===== src/rtl/out_port_ctrl.sv =====
// out_port_ctrl: per-output-port controller of the router switch stage.
// Forwards input requests to an external fixed-priority arbiter, sends the
// granted head flit in the grant cycle, then holds the output for that input
// (wormhole lock) until its tail flit passes. Tracks downstream credits.
//
// Optional feature macro: OUT_PORT_CTRL_TIMEOUT_EN
//   Adds parameter TIMEOUT_CYC and output TIMEOUT_ERR; a lock that stalls for
//   TIMEOUT_CYC cycles without a send is forcibly released.
//
// Ports:
//   CLK, RSTn    clock (rising edge), synchronous active-low reset
//   REQ_IN       per-input valid flit routed to this output
//   TAIL_IN      per-input tail marker for the presented flit
//   ARB_REQ      request vector to the external arbiter (combinational)
//   ARB_GRT      one-hot grant returned in the same cycle
//   XSEL, POP    one-hot crossbar select / input dequeue strobe (combinational)
//   FLIT_VLD     flit driven downstream this cycle (combinational)
//   CREDIT_IN    one downstream credit returned
//   CREDIT_CNT   current credit count
//   LOCKED       output is locked to an owner input
//   TIMEOUT_ERR  one-cycle pulse on forced lock release (macro only)
//   CREDIT_ERR   sticky credit overflow flag
module out_port_ctrl #(
    parameter int unsigned NR      = 5,
    parameter int unsigned CREDITS = 4
`ifdef OUT_PORT_CTRL_TIMEOUT_EN
    ,
    parameter int unsigned TIMEOUT_CYC = 64
`endif
) (
    input  logic                         CLK,
    input  logic                         RSTn,
    input  logic [NR-1:0]                REQ_IN,
    input  logic [NR-1:0]                TAIL_IN,
    output logic [NR-1:0]                ARB_REQ,
    input  logic [NR-1:0]                ARB_GRT,
    output logic [NR-1:0]                XSEL,
    output logic [NR-1:0]                POP,
    output logic                         FLIT_VLD,
    input  logic                         CREDIT_IN,
    output logic [$clog2(CREDITS+1)-1:0] CREDIT_CNT,
    output logic                         LOCKED,
`ifdef OUT_PORT_CTRL_TIMEOUT_EN
    output logic                         TIMEOUT_ERR,
`endif
    output logic                         CREDIT_ERR
);

    localparam int unsigned CW = $clog2(CREDITS+1);

    typedef enum logic {
        ST_IDLE = 1'b0,
        ST_BUSY = 1'b1
    } state_t;

    state_t          r_state;
    state_t          w_state_nxt;
    logic [NR-1:0]   r_owner;
    logic [NR-1:0]   w_owner_nxt;
    logic [CW-1:0]   r_credit;
    logic            r_credit_err;
    logic            w_has_credit;
    logic            w_send;
    logic            w_tail;
    logic            w_timeout;
    logic [NR-1:0]   w_arb_req;
    logic [NR-1:0]   w_xsel;

    assign w_has_credit = (r_credit != '0);

    // State and owner register
    always_ff @(posedge CLK) begin
        if (!RSTn) begin
            r_state <= ST_IDLE;
            r_owner <= '0;
        end else begin
            r_state <= w_state_nxt;
            r_owner <= w_owner_nxt;
        end
    end

    // Next-state logic; the owner is captured from the grant of a non-tail head
    always_comb begin
        w_state_nxt = r_state;
        w_owner_nxt = r_owner;
        case (r_state)
            ST_IDLE: begin
                if (w_send && !w_tail) begin
                    w_state_nxt = ST_BUSY;
                    w_owner_nxt = w_xsel;
                end
            end
            ST_BUSY: begin
                if ((w_send && w_tail) || w_timeout) begin
                    w_state_nxt = ST_IDLE;
                    w_owner_nxt = '0;
                end
            end
            default: begin
                w_state_nxt = ST_IDLE;
                w_owner_nxt = '0;
            end
        endcase
    end

    // Output logic; everything is held at zero while reset is asserted
    always_comb begin
        w_arb_req = '0;
        w_xsel    = '0;
        w_tail    = 1'b0;
        if (RSTn) begin
            case (r_state)
                ST_IDLE: begin
                    // Masking with ARB_REQ drops stray grant bits and blocks
                    // sends when out of credit
                    w_arb_req = w_has_credit ? REQ_IN : '0;
                    w_xsel    = ARB_GRT & w_arb_req;
                    w_tail    = |(TAIL_IN & w_xsel);
                end
                ST_BUSY: begin
                    if (|(REQ_IN & r_owner) && w_has_credit)
                        w_xsel = r_owner;
                    w_tail = |(TAIL_IN & r_owner);
                end
                default: begin
                    w_xsel = '0;
                end
            endcase
        end
    end

    assign w_send     = |w_xsel;
    assign ARB_REQ    = w_arb_req;
    assign XSEL       = w_xsel;
    assign POP        = w_xsel;
    assign FLIT_VLD   = w_send;
    assign LOCKED     = (r_state == ST_BUSY);
    assign CREDIT_CNT = r_credit;
    assign CREDIT_ERR = r_credit_err;

    // Credit counter: a send consumes, CREDIT_IN returns, both cancel out
    always_ff @(posedge CLK) begin
        if (!RSTn) begin
            r_credit     <= CW'(CREDITS);
            r_credit_err <= 1'b0;
        end else if (w_send && !CREDIT_IN) begin
            r_credit <= r_credit - CW'(1);
        end else if (!w_send && CREDIT_IN) begin
            if (r_credit == CW'(CREDITS))
                r_credit_err <= 1'b1;
            else
                r_credit <= r_credit + CW'(1);
        end
    end

`ifdef OUT_PORT_CTRL_TIMEOUT_EN
    localparam int unsigned TW = (TIMEOUT_CYC > 1) ? $clog2(TIMEOUT_CYC) : 1;

    logic [TW-1:0] r_to_cnt;
    logic          r_timeout_err;

    assign w_timeout = (r_state == ST_BUSY) && !w_send &&
                       (r_to_cnt == TW'(TIMEOUT_CYC - 1));

    // Stall counter for a held lock; cleared by any send or by leaving BUSY
    always_ff @(posedge CLK) begin
        if (!RSTn) begin
            r_to_cnt      <= '0;
            r_timeout_err <= 1'b0;
        end else begin
            r_timeout_err <= w_timeout;
            if ((r_state != ST_BUSY) || w_send || w_timeout)
                r_to_cnt <= '0;
            else
                r_to_cnt <= r_to_cnt + TW'(1);
        end
    end

    assign TIMEOUT_ERR = r_timeout_err;
`else
    assign w_timeout = 1'b0;
`endif

endmodule


===== config.mk =====
export PLATFORM = sky130hd
export DESIGN_NAME = out_port_ctrl
export DESIGN_NICKNAME = d
export VERILOG_FILES = /design/src/rtl/out_port_ctrl.sv
export SDC_FILE = /design/constraint.sdc
export NUM_CORES = 1
export LEC_CHECK = 0
export CAP_MARGIN = 20
export CORE_MARGIN = 3
export CORE_UTILIZATION = 35
export CTS_CLUSTER_DIAMETER = 50
export DETAILED_ROUTE_END_ITERATION = 10
export HOLD_SLACK_MARGIN = 0.02
export MAX_ROUTING_LAYER = met4
export PLACE_DENSITY = 0.78
export SYNTH_ARGS = -nofsm -noshare
export SYNTH_HDL_FRONTEND = slang
export SYNTH_SLANG_ARGS = --single-unit

===== constraint.sdc =====
create_clock -name CLK -period 5.77 [get_ports CLK]
set_input_delay 1.731 -clock CLK [delete_from_list [all_inputs] [get_ports CLK]]
set_output_delay 1.731 -clock CLK [all_outputs]
set_load 0.02 [all_outputs]

* Word level (Yosys, flattened, before mapping)
Index checks and enable logic that the tools add are counted.
Operators by class: $add $sub $neg 2, equal/unequal tests 4, mux-type cells 17, bitwise operators 6, reductions and logical operators 17
Operators with widths (number):
- $mux 5 | 7
- $and 5x5->5 | 4
- $pmux 5 s2 | 2
- $reduce_or 5->1 | 4
- $mux 3 | 3
- $logic_and 1x1->1 | 5
- $ne 2x2->1 const B | 2
- $pmux 1 s2 | 2
- $reduce_and 2->1 | 2
- $add 3x1->3 const B | 1
- $eq 3x3->1 const B | 1
- $logic_not 1->1 | 3
- $mux 1 | 3
- $reduce_and 3->1 | 1
- $reduce_bool 3->1 | 1
- $sub 3x1->3 const B | 1
- $ne 2x1->1 const B | 1
- $not 1->1 | 2
- $reduce_bool 2->1 | 1
Storage, ports and cells: bits in registers 10, bits of input ports 18, output and inout port bits 21, logic and storage cells 50

* Depth between registers and ports, before layout
depth after elaboration 11, gate-level depth with buffers 11, gate-level depth less buffers 10

* Least setup slack after synthesis
Ideal clock, no wire load.
kind input port to output port, start in REQ_IN[1], end out XSEL[0], data arrival time 2.780 ns, required time 4.039 ns, slack 1.259 ns, cell stages on the path 5, buffers on the path 1, cell sequence a222oi_1 > a211oi_2 > a32oi_1 > inv_1 > buf_4
Between the ends: cells in the longest elaborated chain, start to end 6
RTL lines:
- start: declaration | RTL line 33 | input logic [NR-1:0] REQ_IN,
- $and 5x5->5 | RTL line 121 | if (|(REQ_IN & r_owner) && w_has_credit)
- $reduce_or 5->1 | RTL line 121
- $logic_and 1x1->1 | RTL line 121
- $mux 5 | RTL line 121
- $pmux 5 s2 | RTL line 112 | case (r_state)
- $mux 5 | RTL line 111 | if (RSTn) begin
- end: declaration | RTL line 37 | output logic [NR-1:0] XSEL,
No other way between the ends.

* Worst setup path in the final report
start in REQ_IN[3], end out XSEL[3]
Between the ends: cells in the longest elaborated chain, start to end 6, elaborated cells between the ends (all ways) 8, classes of those cells mux: 4; bitwise: 2; reduce/logical: 2
RTL lines (RTL line):
- $and 5x5->5 | 121
- $reduce_or 5->1 | 121
- $logic_and 1x1->1 | 121
- $mux 5 | 121
- $pmux 5 s2 (*) | 112
- $mux 5 (*) | 111
Mark *: on every way between the ends. The rest lies on a longest branch, timed or not.

==> summary.txt <==
Outcome
  – Status: complete, no violations

Setup path
  – Critical Path RT: 4040 ps
  – Worst path depth: 6
  – Worst path slowest cell: clkdlybuf4s50_1
  – Crit path cell chain: clkdlybuf4s50_1 -> a22oi_1 -> a211oi_2 -> a32oi_1 -> inv_1 -> clkdlybuf4s50_1
  – Cells on worst reg2reg path: 10
  – Setup CP Type: input port to output pin
  – CP Capture Type: output pin
  – Top cell family by delay on the critical path: buffers and inverters
  – Crit path top cell by count: clkdlybuf4s50_1
  – Startpoint types: input port
  – Worst-path maximum fanout: 6
  – WP buf/inv: 3
  – CP peak stage delay: 610 ps
  – WP data arrival: 3740 ps

STA
  – Hold_ws: 494 ps
  – Slew headroom: 69.6%
  – Final setup violation count: 0
  – Setup TNS: 0 ps
  – Tightest Pin Transition: 455 ps
  – Fin Clk Skew: 8.71 ps
  – Part of the cycle the worst path needs: 94.8%
  – Final Hold Fails: 0
  – Unrepaired setup endpoints after global routing: false
  – Max-slew violation count: 0
  – Fmax: 183 MHz
  – Crit path time final: 5470 ps

Power and ir drop
  – Internal Dissipation: 0.158 mW
  – Clk pwr share: 18.5%
  – Leakage: 0.425 nW
  – Combinational power share: 47.6%
  – Sw Pwr: 0.0891 mW
  – Power per Cell Area: 224 mW/mm²
  – Power share of the sequential group: 33.9%
  – Maximum VDD drop: 0.158 mV
  – Sw frac: 36.0%

Global route
  – Initial antenna violation count: 0
  – Gr ovfl total: 0
  – Vias in the first global route: 788
  – GRT Overall Usage: 17.8%
  – Largest net degree at the start of global routing: 13
  – First-pass GRT wire length: 3550 µm

Clocking
  – CTS max path bufs: 2
  – Clk sinks: 10
  – Setup Fix Bufs, Post-CTS: 0
  – Clk root buf: clkbuf_4
  – CTS tree: yes
  – H-tree Lvls: 1
  – Reg clk slew, reported paths: 60 ps
  – Post-CTS resize count: 0
  – Worst-Skew Late Latency: 260 ps
  – CTS hold repair buffers: 0
  – Inserted Clock Buffers: 3

Synth
  – Cells after synthesis: 86
  – Top-area cell type share of the netlist area: 28.3%
  – Leading post-synthesis cells by instance count: 10 x dfxtp_1, 10 x inv_1, 8 x nand2_1
  – Ys async rst share: 0%
  – Main area contributors after synthesis: dfxtp_1 28%, a32oi_1 6.2%, and2_1 5.3%
  – Yosys reg bits: 10
  – Post-synth top flop: dfxtp_1
  – Synth Area per Inst: 8.22 µm²
  – Synth unique cells: 33
  – Post-synth EDFFs: 0
  – Mapped Area: 707 µm²
  – Yosys top cell by area: dfxtp_1
  – Syn nets: 107
  – Post-synthesis sequential area ratio: 28.3%
  – Yosys warning count: 0

Layout
  – Antenna fix cells: 0
  – Util after Layout: 60.7%
  – Post-layout net count: 144
  – Area Overhead vs Synth: 56.3%
  – Layout cell share with drive strength beyond 1: 7.44%
  – Post-Layout Cell Count: 146

Floorplanning
  – Die height: 50.9 µm
  – Starting density of the core: 38.8%
  – CORE AREA: 0.00182 mm²
  – Core Rows: 15
  – Die X: 50.9 µm
  – IO Pins: 39
  – Die area: 0.00259 mm²

Detailed routing
  – DRT antenna net count: 0
  – Post-route DRC: 0
  – Vias per cell: 5.55
  – Drt wl/cell: 15.0 µm
  – Via Count: 810
  – Drt first pass iters: 5
  – Initial DRC count: 55
  – Final wirelength: 2190 µm

Placement
  – GPL Wtd Cong: 0.874
  – Port buffer count: 38
  – Placed Cells: 143
  – Detailed placer's ending HPWL: 1770 µm

Hold path
  – Hold Path Cell Cnt: 2
  – Worst hold path class: flop to flop

Job
  – Max_cap viols: 0
-- through the flow --
stage          area [µm²]  power (mW)  worst slack (ps)
2_1_floorplan         707       0.150              1260
3_3_place_gp         1080       0.200               347
3_5_place_dp         1080       0.203               310
4_1_cts              1100       0.251               303
5_1_grt              1100       0.263               185
6_report             1100       0.248               299
-- layout make-up --
| class | instances | area, µm² |
|---|---|---|
| Tap cell | 25 | 31.3 |
| Timing Repair Buffer | 40 | 395 |
| Inverter | 10 | 37.5 |
| Clock buffer | 3 | 22.5 |
| Multi-Input combinational cell | 58 | 418 |
| Fill cell | 168 | 716 |
| Sequential cell | 10 | 200 |
-- worst reg2reg max path: cells and delay by family (launching register included) --
kind,cells,cell delay (ps)
and+or+nand+nor,1,120
buffers and inverters,2,190
adders and majority gates,2,570
xor gates and xnor gates,1,160
DFF,1,420
AOI/OAI and AO/OA,4,850
-- metal layers --
metal / vias up / track usage (%) / part of all wire [%]
met4: 0 / 4.48 / 0
met3: 0 / 4.66 / 11
li1: 391 / - / -
met1: 365 / 20.0 / 41
met2: 54 / 31.1 / 47
met5: - / - / 0
-- path summary, 6_finish.rpt --
check,startpoint,end,slack (ps)
setup / recovery,REQ_IN[3],XSEL[3],300
hold / removal,r_owner[3],r_owner[3],490
setup reg to reg,CREDIT_CNT[2],CREDIT_CNT[2],3320
hold reg to reg,r_owner[3],r_owner[3],490
-- sequential cells by signal (all words and copies together) (netlist names), named ones only --
| signal | count |
|---|---|
| r_owner | 5 |
| CREDIT_CNT | 3 |
| CREDIT_ERR | 1 |
-- power groups by stage --
stage,clock network (mW),logic [mW],registers (mW)
6_report,0.0459,0.118,0.0839
2_1_floorplan,0,0.0585,0.0913
3_3_place_gp,0,0.115,0.0851
4_1_cts,0.0477,0.119,0.0839
3_5_place_dp,0,0.118,0.0852
5_1_grt,0.0509,0.127,0.0848
-- cells by family after synthesis --
group,share of synthesized area [%]
adders and majority gates,6.37
DFF,28.3
AOI/OAI and AO/OA,30.4
xor gates and xnor gates,2.48
buffers and inverters,12.6
and+or+nand+nor,19.8
-- cells in the final DEF (no fill, tap or decap), drive strengths merged, types with 5 or more instances in the layout --
cell	netlist	layout
o22ai	5	5
inv	10	10
and2	7	7
nand2	8	8
dfxtp	10	10
clkdlybuf4s50	0	38
a32oi	5	5
Note: power is estimated with default switching activity, not from simulation.
